File: src/rtl/u_mask_pkg.sv
// Shared types for the masked nearest-match scanner.
package u_mask_pkg;

   // Controller states: waiting for a request, walking chunks, holding a result
   typedef enum logic [1:0] {
      IDLE = 2'd0,
      SCAN = 2'd1,
      DONE = 2'd2
   } state_t;

   // Scan direction; encoded so that the raw i_lsb request bit casts straight in
   typedef enum logic {
      DIR_MSB = 1'b0,
      DIR_LSB = 1'b1
   } dir_t;

   // Index width that stays at least one bit wide for single-entry ranges
   function automatic int idxWidth(input int n);
      return (n > 1) ? $clog2(n) : 1;
   endfunction

endpackage

File: src/rtl/u_mask_chunk.sv
// Combinational finder for the in-range matching bit nearest the pivot side
// of one C-bit chunk. The bound is the last valid bit on the pivot side:
// in LSB mode bits [bound:0] are eligible and the highest hit wins,
// in MSB mode bits [C-1:bound] are eligible and the lowest hit wins.
module u_mask_chunk
   import u_mask_pkg::*;
#(
   parameter int C  = 8,
   parameter int CW = idxWidth(C)
)
(
   input  logic [C-1:0]  i_bits,
   input  logic          i_match_bit,
   input  dir_t          i_dir,
   input  logic [CW-1:0] i_bound,
   output logic          o_hit,
   output logic [CW-1:0] o_idx
);

   // Priority walk toward the pivot so the last qualifying bit seen is the nearest one
   always_comb begin
      o_hit = 1'b0;
      o_idx = '0;
      if (i_dir == DIR_LSB) begin
         for (int i = 0; i < C; i++) begin
            if ((i <= int'(i_bound)) && (i_bits[i] == i_match_bit)) begin
               o_hit = 1'b1;
               o_idx = CW'(i);
            end
         end
      end else begin
         for (int i = C - 1; i >= 0; i--) begin
            if ((i >= int'(i_bound)) && (i_bits[i] == i_match_bit)) begin
               o_hit = 1'b1;
               o_idx = CW'(i);
            end
         end
      end
   end

endmodule

File: src/rtl/u_mask_scan.sv
// Multi-cycle scanner: finds the bit equal to i_match_bit nearest a pivot,
// walking one C-bit chunk per cycle away from the pivot.
module u_mask_scan
   import u_mask_pkg::*;
#(
   parameter int W = 32,
   parameter int C = 8
)
(
   input  logic                 clk,
   input  logic                 rst,
   input  logic                 i_vld,
   output logic                 o_rdy,
   input  logic [W-1:0]         i_x,
   input  logic [$clog2(W)-1:0] i_pivot,
   input  logic                 i_match_bit,
   input  logic                 i_lsb,
   output logic                 o_vld,
   input  logic                 i_rdy,
   output logic                 o_match,
   output logic [$clog2(W)-1:0] o_pos
);

   localparam int IW = $clog2(W);
   localparam int N  = W / C;
   localparam int NW = idxWidth(N);
   localparam int CW = idxWidth(C);

   state_t          r_state;
   state_t          w_stateNext;
   logic [W-1:0]    r_x;
   logic [IW-1:0]   r_pivot;
   logic            r_matchBit;
   dir_t            r_dir;
   logic [NW-1:0]   r_chunkIdx;
   logic            r_match;
   logic [IW-1:0]   r_pos;

   logic            w_accept;
   logic [C-1:0]    w_chunks [N];
   logic [C-1:0]    w_chunkBits;
   logic [NW-1:0]   w_pivotChunk;
   logic [CW-1:0]   w_localPivot;
   logic [CW-1:0]   w_bound;
   logic            w_hit;
   logic [CW-1:0]   w_localIdx;
   logic [IW-1:0]   w_hitPos;
   logic            w_lastChunk;
   logic            w_pivotBad;

   assign o_rdy    = (r_state == IDLE);
   assign o_vld    = (r_state == DONE);
   assign o_match  = r_match;
   assign o_pos    = r_pos;
   assign w_accept = i_vld && (r_state == IDLE);

   for (genvar g = 0; g < N; g++) begin : g_chunk
      assign w_chunks[g] = r_x[g*C +: C];
   end

   assign w_chunkBits  = w_chunks[r_chunkIdx];
   assign w_pivotChunk = NW'(int'(r_pivot) / C);
   assign w_localPivot = CW'(int'(r_pivot) % C);
   assign w_pivotBad   = (int'(r_pivot) >= W);

   // Only the pivot's own chunk is partially masked; chunks further out are fully in range
   assign w_bound = (r_chunkIdx == w_pivotChunk) ? w_localPivot :
                    (r_dir == DIR_LSB)           ? CW'(C - 1)   : '0;

   assign w_lastChunk = (r_dir == DIR_LSB) ? (r_chunkIdx == '0)
                                           : (r_chunkIdx == NW'(N - 1));

   assign w_hitPos = IW'(int'(r_chunkIdx) * C + int'(w_localIdx));

   u_mask_chunk #(
      .C  (C),
      .CW (CW)
   ) u_chunk (
      .i_bits      (w_chunkBits),
      .i_match_bit (r_matchBit),
      .i_dir       (r_dir),
      .i_bound     (w_bound),
      .o_hit       (w_hit),
      .o_idx       (w_localIdx)
   );

   // State register
   always_ff @(posedge clk) begin
      if (rst) begin
         r_state <= IDLE;
      end else begin
         r_state <= w_stateNext;
      end
   end

   // Next-state: scan ends on a hit, at the far chunk, or immediately for an out-of-range pivot
   always_comb begin
      w_stateNext = r_state;
      case (r_state)
         IDLE:    if (i_vld) w_stateNext = SCAN;
         SCAN:    if (w_pivotBad || w_hit || w_lastChunk) w_stateNext = DONE;
         DONE:    if (i_rdy) w_stateNext = IDLE;
         default: w_stateNext = IDLE;
      endcase
   end

   // Request capture, chunk stepping and result registration
   always_ff @(posedge clk) begin
      if (rst) begin
         r_x        <= '0;
         r_pivot    <= '0;
         r_matchBit <= 1'b0;
         r_dir      <= DIR_MSB;
         r_chunkIdx <= '0;
         r_match    <= 1'b0;
         r_pos      <= '0;
      end else if (w_accept) begin
         r_x        <= i_x;
         r_pivot    <= i_pivot;
         r_matchBit <= i_match_bit;
         r_dir      <= dir_t'(i_lsb);
         r_chunkIdx <= NW'(int'(i_pivot) / C);
      end else if (r_state == SCAN) begin
         if (w_pivotBad) begin
            r_match <= 1'b0;
            r_pos   <= '0;
         end else if (w_hit) begin
            r_match <= 1'b1;
            r_pos   <= w_hitPos;
         end else if (w_lastChunk) begin
            r_match <= 1'b0;
            r_pos   <= '0;
         end else if (r_dir == DIR_LSB) begin
            r_chunkIdx <= r_chunkIdx - NW'(1);
         end else begin
            r_chunkIdx <= r_chunkIdx + NW'(1);
         end
      end
   end

endmodule

File: config.mk
export PLATFORM = sky130hd
export DESIGN_NAME = u_mask_scan
export DESIGN_NICKNAME = d
export VERILOG_FILES = /design/src/rtl/u_mask_pkg.sv /design/src/rtl/u_mask_chunk.sv /design/src/rtl/u_mask_scan.sv
export SDC_FILE = /design/constraint.sdc
export NUM_CORES = 1
export LEC_CHECK = 0
export BUFFER_PORTS_ARGS = -buffer_cell sky130_fd_sc_hd__buf_2
export CORE_MARGIN = 2
export CORE_UTILIZATION = 60
export DETAILED_ROUTE_END_ITERATION = 16
export GPL_TIMING_DRIVEN = 0
export PLACE_DENSITY = 0.92
export SLEW_MARGIN = 20
export SYNTH_ARGS = -nofsm -noshare
export SYNTH_HDL_FRONTEND = slang
export SYNTH_SLANG_ARGS = --single-unit
File: constraint.sdc
create_clock -name clk -period 6 [get_ports clk]
set_input_delay 1.2 -clock clk [delete_from_list [all_inputs] [get_ports clk]]
set_output_delay 1.2 -clock clk [all_outputs]
set_load 0.05 [all_outputs]
Word-level counts from Yosys, hierarchy flattened
Cells that the tools add are included.
- register bits: 49
- latch bits: 0
- memory bits (writable): 0
- bits in read-only memories: 0
- input bits: 43
- output and inout port bits: 8
- logic and storage cells: 120
- memories kept: 0
- add/subtract/negate cells: 3
- multipliers: 0
- divide/modulo/power cells: 0
- order comparisons: 15
- equal/unequal tests: 17
- shift operators: 0
- multiplexer cells: 52
- bitwise operators: 2
- reductions and logical operators: 23
- operators with widths (cell ; count):
    $mux W3 ; 15
    $mux W1 ; 21
    $mux W2 ; 10
    $bmux W8 S2 ; 1
    $mux W8 ; 2
    $logic_and A1 B1 Y1 ; 15
    $le A3 B3 Y1 const A ; 4
    $mux W5 ; 2
    $ge A3 B3 Y1 const A ; 3
    $reduce_and A3 Y1 ; 3
    $eq A1 B1 Y1 ; 8
    $ne A2 B2 Y1 const B ; 4
    $ge A1 B3 Y1 const A ; 2
    $ge A2 B3 Y1 const A ; 2
    $le A2 B3 Y1 const A ; 2
    $pmux W2 S3 ; 1
    $add A5 B3 Y5 ; 1
    $eq A2 B2 Y1 const B ; 2
    $logic_not A2 Y1 ; 2
    $reduce_bool A2 Y1 ; 2
    $ge A3 B3 Y1 const B ; 1
    $le A1 B3 Y1 const A ; 1
    $not A2 Y3 ; 1
    $add A2 B1 Y2 const B ; 1
    6 further kinds ; 6

Longest topological paths before layout
Gate-level depths: netlist of the first run.
- word-level depth: 17
- gate-level depth with buffers: 10
- mapped depth without buffers: 7

Cells and area by module
From an unflattened synthesis of the first run, not the netlist that was laid out.
- cell total of the unflattened synthesis: 347
- area total of the unflattened synthesis: 2811.4 sq um
- modules (own cells, without submodules) (module ; instances ; cells an instance ; area an instance (sq um)):
    u_mask_scan ; 1 ; 249 ; 2172.1
    u_mask_chunk ; 1 ; 98 ; 639.4

Worst setup path before layout of the first run
No wires, ideal clock.
- path kind: reg-to-reg
- start: reg r_chunkIdx[1]
- end: reg r_chunkIdx[0]
- library setup time: 0.091 ns
- arrival: 2.371 ns
- data required time: 5.909 ns
- path slack: 3.538 ns
- cell stages (with the launch flop): 9
- buffers on the path: 1
- clock period less this slack: 2.462 ns
- path through: dfxtp_1 buf_6 mux4_2 o41a_1 o22ai_4 o32ai_4 o22a_1 or3_1 a311oi_1
- longest elaborated chain between the ends: 16
- elaborated cells between the ends (all ways): 65
- ends and longest elaborated chain (what ; line ; RTL):
    from (decl) ; u_mask_scan.sv:35 ; logic [NW-1:0] r_chunkIdx;
    from (signal assigned) ; u_mask_scan.sv:122 ; r_chunkIdx <= NW'(int'(i_pivot) / C);
    from (signal assigned) ; u_mask_scan.sv:134 ; r_chunkIdx <= r_chunkIdx - NW'(1);
    from (signal assigned) ; u_mask_scan.sv:136 ; r_chunkIdx <= r_chunkIdx + NW'(1);
    $not A2 Y3 (implied by the code) ; u_mask_scan.sv:61 ; assign w_chunkBits = w_chunks[r_chunkIdx];
    $bmux W8 S2 ; u_mask_scan.sv:61 ;
    $mux W8 (implied by the code) (2 in a row) ; u_mask_scan.sv:61 ;
    $eq A1 B1 Y1 ; u_mask_chunk.sv:26, u_mask_chunk.sv:33 ;
    $mux W1 (tied with other cells) ; u_mask_chunk.sv:33 ; if ((i >= int'(i_bound)) && (i_bits[i] == i_match_bit)) begin
    $mux W1 (on tied branches) (7 in a row) ; u_mask_chunk.sv:33, u_mask_chunk.sv:26 ;
    $mux W1 ; u_mask_chunk.sv:24 ; if (i_dir == DIR_LSB) begin
    $ne A2 B2 Y1 (no source line) ; n/a ;
    $reduce_and A3 Y1 (no source line) * ; n/a ;
Every way passes the cells marked *; elsewhere a longest branch is shown, timed or not. The select of a mux whose other input is x is not followed.
A chain may end at the register's enable or synchronous reset.

Final worst setup path of the first run
- start: reg r_chunkIdx[1]
- end: reg r_pos[2] (netlist: o_pos[2])
- longest elaborated chain between the ends: 16
- elaborated cells between the ends (all ways): 82
- ends and longest elaborated chain (what ; line ; RTL):
    $not A2 Y3 (implied by the code) ; u_mask_scan.sv:61 ;
    $bmux W8 S2 ; u_mask_scan.sv:61 ;
    $mux W8 (implied by the code) (2 in a row) ; u_mask_scan.sv:61 ;
    $eq A1 B1 Y1 ; u_mask_chunk.sv:26, u_mask_chunk.sv:33 ;
    $mux W3 (tied with other cells) (8 in a row) ; u_mask_chunk.sv:33 ;
    $mux W3 or $mux W1 (tied branches) ; u_mask_chunk.sv:24 ;
    $add A5 B3 Y5 or $reduce_bool A2 Y1 (tied branches) ; n/a ;
    $mux W5 or $reduce_and A3 Y1 (tied branches) ; n/a ;
    to (signal assigned) ; u_mask_scan.sv:129 ; r_pos <= w_hitPos;
    to (decl) ; u_mask_scan.sv:37 ; logic [IW-1:0] r_pos;
Parallel ways exist; a longest one is shown, timed or not. The select of a mux whose other input is x is not followed.

==> results.md, run 1 <==
- Crit. End Element: flip-flop
- Core Region: 0.00435 sq mm
- Placed Area: 0.00304 sq mm
- Root Driver: clkbuf_8
- Post-synth top area cell: dfxtp_1
- Crit path arrival time: 3.11 ns
- Setup Fix Bufs, Post-CTS: 0
- Most common cell after layout, fill and taps aside: nand2_1
- CTS resizes: 0
- Total Wirelength: 6.92 mm
- Post-synth EDFFs: 0
- Synth top area share: 0.360
- Pwr Density: 277 mW/mm^2
- Largest stage delay, worst path: 0.61 ns
- Routed vias/inst: 6.04
- Mapped Cells: 329
- Slew headroom: 0.622
- Setup slack after layout: 3.10 ns
- Clock Tree Buf Depth: 2
- Initial antenna violation count: 0
- Num CTS Buffers: 5
- Vias in the first global route: 2494
- IO Port Bufs: 50
- Largest net degree at the start of global routing: 16
- H-Tree Depth: 2
- Die Area: 0.00509 sq mm
- Initial core utilization: 0.625
- Most frequent cells in the layout: 88 x nand2_1, 53 x buf_2, 49 x dfxtp_1, 45 x a21oi_1, 12 x clkbuf_1
- Register area share after synthesis: 0.360
- Pre-antenna DRT Iters: 5
- Max-cap viol count: 0
- Area of the multi-input gates: 0.00156 sq mm
- Sum Neg Setup Slack: 0 ns
- Run status: finished, final reports clean
- RSZ-0062 raised after global routing: no
- Filler cells: 297
- Row count: 24
- WP data required: 6.21 ns
- Slowest stage cell, crit path: mux4_2
- Top cells by area, synth: dfxtp_1 36%, nand2_1 12%, a21oi_1 8.3%, mux4_2 5.8%, xnor2_1 2.3%
- Die span in x: 71.3 microns
- Dpl ws: 3.16 ns
- Startpoint Class: flip-flop
- Synth warn: 0
- Min Tclk post-route: 2.90 ns
- Post-synth ARST share: 0
- Mapped Area: 0.00272 sq mm
- Worst hold path type: reg -> reg
- Clk pin slew, worst setup/hold paths: 0.09 ns
- Period utilisation layout: 0.483
- Post-Syn Nets: 372
- Final nets: 429
- Number of antenna-violating nets in the routed design: 0
- Crit path kind: reg -> reg
- CP cell instances: buf_6 -> mux4_2 -> and2_1 -> a22oi_1 -> o2bb2ai_1 -> o22ai_2 -> or3_1 -> buf_2 -> o32ai_1
- Flop-to-flop setup slack: 3.10 ns
- Area grow syn2layout: 16.5%
- Final hold vios: 0
- Worst Clk Skew: 0.00376 ns
- I/O pin total: 51
- Fmax: 0.345 GHz
- DIE HEIGHT: 71.3 microns
- CTS tree: done
- Layout cells sized above 1: 0.233
- Pins Over Slew Limit: 0
- Worst path bufs/invs: 2
- Syn avg cell area: 8.27 sq um
- Antenna diode count: 0
- Post-route cell area: 0.00317 sq mm
- # DRC: 0
- First-pass GRT wire length: 11.6 mm
- Peak VDD IR: 289 uV
- Library cells used by synthesis: 62
- Detailed Route Iter0 Violations: 226
- Post-DR wirelength/cell: 15.8 microns
- Worst path top cell family by delay: compound AO/OA/AOI/OAI gates
- Worst Path Max Fanout: 10
- Total track usage: 0.290
- CTS Hold Bufs: 0
- Least-Margin Pin Slew: 0.565 ns
- Register Area: 981 sq um
- Vias: 2652
- CTS Sinks: 49
- RePlAce Congestion: 0.968
- # setup viols final: 0
- Grt ovf: 0
- Top_reg_cell synth: dfxtp_1
- Synth Register Bits: 49
- Hpwl dp: 5.08 mm
- Pleak: 1.24 nW
- Worst skew pair latency: 0.31 ns
## flip-flops by register name, indices dropped and copies added, names as in the netlist
register    count
o_match         1
r_dir           1
r_state         2
r_pivot         5
r_chunkIdx      2
o_pos           5
r_x            32
r_matchBit      1
## stage by stage
step	util	instances	power (W)	hold slack [ns]
4_1_cts	0.728	439	0.000875	0.458
3_5_place_dp	0.697	431	0.000600	0.446
2_1_floorplan	-	329	0.000542	0.432
3_3_place_gp	0.697	431	0.000594	0.439
5_1_grt	0.728	439	0.000916	0.488
6_report	0.728	439	0.000879	0.456
## layer usage
layer | up-vias | track usage | routed length (microns)
met4 | 0 | 0.111 | 142
met3 | 13 | 0.0450 | 482
met5 | - | 0 | 0
met1 | 1244 | 0.373 | 2810
met2 | 121 | 0.492 | 3490
li1 | 1274 | - | -
## tightest hold or removal path, stage by stage (launching register included)
cell     delay, ns
dfxtp_1       0.32
nand2_1       0.05
a21oi_1       0.05
## where the power goes
| part | switching, W | leakage, nW | internal (W) |
|---|---|---|---|
| Combinational | 0.000142 | 0.771 | 0.0000969 |
| Clock | 0.000114 | 0.0681 | 0.000166 |
| Sequential | 0.0000141 | 0.402 | 0.000346 |
## synthesized netlist by cell type (5+ instances only)
| library cell | instances |
|---|---|
| nand2_1 | 88 |
| xnor2_1 | 7 |
| clkbuf_1 | 12 |
| nand3_1 | 5 |
| mux4_2 | 7 |
| dfxtp_1 | 49 |
| buf_6 | 5 |
| o32ai_1 | 6 |
| or3_1 | 5 |
| o21ai_0 | 6 |
| nand4_1 | 5 |
| inv_1 | 9 |
| nor2_1 | 8 |
| a21oi_1 | 45 |
## cell families (layout without fill, tap and decap cells)
logic type / count (synthesis) / after routing / share of synthesized area
AO/OA/AOI/OAI: 93 / 93 / 0.247
flip-flops: 49 / 49 / 0.360
AND/OR/NAND/NOR: 133 / 133 / 0.217
XOR/XNOR: 11 / 11 / 0.0409
buffers and inverters: 35 / 93 / 0.0667
multiplexers: 8 / 8 / 0.0676
## cell type report
cell class	count	share of cell area
buffer	24	0.0442
clock buffer	5	0.0217
clock inverter	3	0.0205
inverter	11	0.0130
multi-input combinational	245	0.492
sequential	49	0.309
tap	52	0.0205
timing repair buffer	50	0.0789
## path summary, 6_finish.rpt
kind              cells after the start                     to                  startpoint
hold / removal                        2   r_x[30]$_SDFFE_PP0P_        r_x[30]$_SDFFE_PP0P_
setup / recovery                      9  o_pos[2]$_SDFFE_PP0P_  r_chunkIdx[1]$_SDFFE_PP0P_
setup reg to reg                      9  o_pos[2]$_SDFFE_PP0P_  r_chunkIdx[1]$_SDFFE_PP0P_
hold reg to reg                       2   r_x[30]$_SDFFE_PP0P_        r_x[30]$_SDFFE_PP0P_
Power figures use the tool's default switching activity.
==> run 2, diff against run 1 <==
--- a/config.mk
+++ b/config.mk
@@ -7,10 +7,10 @@
 export LEC_CHECK = 0
 export BUFFER_PORTS_ARGS = -buffer_cell sky130_fd_sc_hd__buf_2
 export CORE_MARGIN = 2
-export CORE_UTILIZATION = 60
+export CORE_UTILIZATION = 50
 export DETAILED_ROUTE_END_ITERATION = 16
 export GPL_TIMING_DRIVEN = 0
-export PLACE_DENSITY = 0.92
+export PLACE_DENSITY = 0.83
 export SLEW_MARGIN = 20
 export SYNTH_ARGS = -nofsm -noshare
 export SYNTH_HDL_FRONTEND = slang
==> constraint.sdc (replaced) <==
create_clock -name clk -period 2.4 [get_ports clk]
set_input_delay 0.48 -clock clk [delete_from_list [all_inputs] [get_ports clk]]
set_output_delay 0.48 -clock clk [all_outputs]
set_load 0.05 [all_outputs]
==> run 2 against run 1 <==
The run now ends with setup timing left. Cell count up 5.9%. Worst hold slack worse by 0.047 ns. Critical path depth down 1. Largest cell class unchanged. Largest power group unchanged.
==> results.md, run 2 (synthesis results as in run 1) <==
- RePlAce Congestion: 0.874 (-9.8%)
- CTS Hold Bufs: 0 (unchanged)
- Routed vias/inst: 5.84 (-3.4%)
- Crit. End Element: flip-flop
- Grt ovf: 0 (unchanged)
- Die Area: 0.00605 sq mm (+19%)
- Vias: 2714 (+2.3%)
- H-Tree Depth: 2 (unchanged)
- CTS tree: done
- Row count: 26 (+8.3%)
- Largest net degree at the start of global routing: 15 (-1)
- Detailed Route Iter0 Violations: 252 (+12%)
- Clock Tree Buf Depth: 2 (unchanged)
- CTS Sinks: 49 (unchanged)
- Layout cells sized above 1: 0.301 (+0.0687)
- Most frequent cells in the layout: 88 x nand2_1, 52 x buf_2, 47 x dfxtp_1, 44 x a21oi_1, 12 x clkbuf_1
- Pre-antenna DRT Iters: 7 (+2)
- Num CTS Buffers: 5 (unchanged)
- Pins Over Slew Limit: 0 (unchanged)
- First-pass GRT wire length: 11.7 mm (+0.47%)
- Total Wirelength: 7.25 mm (+4.7%)
- Max reg flops: 32 (unchanged)
- Sum Neg Setup Slack: -1.82 ns (-1.82 ns)
- Failing checks: setup timing
- I/O pin total: 51 (unchanged)
- Antenna diode count: 0 (unchanged)
- Vias in the first global route: 2561 (+2.7%)
- Worst skew pair latency: 0.30 ns (about the same)
- Crit path kind: reg -> reg
- # DRC: 0 (unchanged)
- Worst Clk Skew: 0.00464 ns (+0.000874 ns)
- Number of antenna-violating nets in the routed design: 0 (unchanged)
- Post-DR wirelength/cell: 15.6 microns (-1.1%)
- # setup viols final: 10 (+10)
- Initial core utilization: 0.526 (-0.0989)
- Die span in x: 77.8 microns (+9.0%)
- Clk pin slew, worst setup/hold paths: 0.09 ns (about the same)
- Pleak: 1.30 nW (+4.7%)
- Core Region: 0.00517 sq mm (+19%)
- Max-cap viol count: 0 (unchanged)
- Startpoint Class: flip-flop
- Pwr Density: 633 mW/mm^2 (+130%)
- Most common cell after layout, fill and taps aside: nand2_1
- Total track usage: 0.240 (-0.0497)
- Largest reg by FF count: r_x
- Run status: finished, violations left
- IO Port Bufs: 50 (unchanged)
- Fmax: 0.375 GHz (+8.6%)
- Worst Path Max Fanout: 10 (unchanged)
- Slew headroom: 0.614 (-0.00826)
- Crit path arrival time: 2.87 ns (-0.24 ns)
- Worst hold path type: in -> reg
- WP data required: 2.60 ns (-3.61 ns)
- Area grow syn2layout: 24.6%
- Final hold vios: 0 (unchanged)
- Min Tclk post-route: 2.67 ns (-0.229 ns)
- Initial antenna violation count: 0 (unchanged)
- Setup slack after layout: -0.270 ns (-3.37 ns)
- Period utilisation layout: 1.11 (+0.629)
- Root Driver: clkbuf_8
- DIE HEIGHT: 77.8 microns (+9.0%)
- Final nets: 438 (+2.1%)
- RSZ-0062 raised after global routing: yes
- Fin util: 0.655 (-0.0729)
- Peak VDD IR: 512 uV (+77%)
- Least-Margin Pin Slew: 0.580 ns (+0.0143 ns)
- Hpwl dp: 5.20 mm (+2.3%)
[run 2: through the flow]
stage               cell area (sq um)  cells  hold WS (ns)  total power (W)  setup slack, ns
floorplan                        2730    329         0.432          0.00136         0.000618
detailed placement               3070    449         0.445          0.00151           -0.332
CTS                              3320    464         0.400          0.00212           -0.215
global placement                 3070    449         0.439          0.00150           -0.263
finish                           3390    465         0.409          0.00215           -0.270
global route                     3390    465         0.402          0.00225           -0.359
[run 2: report_power, final]
part           switching (W)  leakage [nW]  total, W  internal, W
Clock               0.000261        0.0540  0.000564     0.000303
Sequential         0.0000384         0.403  0.000905     0.000867
Combinational       0.000388         0.842  0.000677     0.000289
Total               0.000687          1.30   0.00215      0.00146
[run 2: layout make-up]
cell class	instances	area (sq um)
inverter	11	43.8
clock inverter	2	35.0
clock buffer	5	68.8
timing repair buffer	60	325
sequential	49	986
multi-input combinational	245	1700
buffer	23	143
tap	70	87.6
fill	416	1780
[run 2: routing by layer]
layer	vias to the layer above	global-route usage	wire [microns]
li1	1292	-	-
met1	1293	0.294	2990
met2	115	0.423	3680
met3	14	0.0430	431
met4	0	0.0804	145
met5	-	0	0
[run 2: repair_timing]
action / CTS / global route
setup buffers: 9 / 1
endpoints found under the setup margin: 9 / 10
resized for setup: 16 / 12
pin swaps: 10 / 7
[run 2: critical path, stage by stage (launching register included)]
cell      delay (ns)
dfxtp_4         0.41
buf_6           0.18
mux4_2          0.58
o41a_1          0.18
o22ai_4         0.19
o32ai_4         0.14
o22a_1          0.29
or3_1           0.33
a311oi_1        0.27
[run 2: worst paths after layout]
check                              from                    endpoint  slack, ns  cells past startpoint
max reg2reg  r_chunkIdx[1]$_SDFFE_PP0P_  r_chunkIdx[0]$_SDFFE_PP0P_      -0.27                      8
min reg2reg        r_x[11]$_SDFFE_PP0P_        r_x[11]$_SDFFE_PP0P_       0.46                      2
max          r_chunkIdx[1]$_SDFFE_PP0P_  r_chunkIdx[0]$_SDFFE_PP0P_      -0.27                      8
min                             i_x[18]        r_x[18]$_SDFFE_PP0P_       0.41                      3
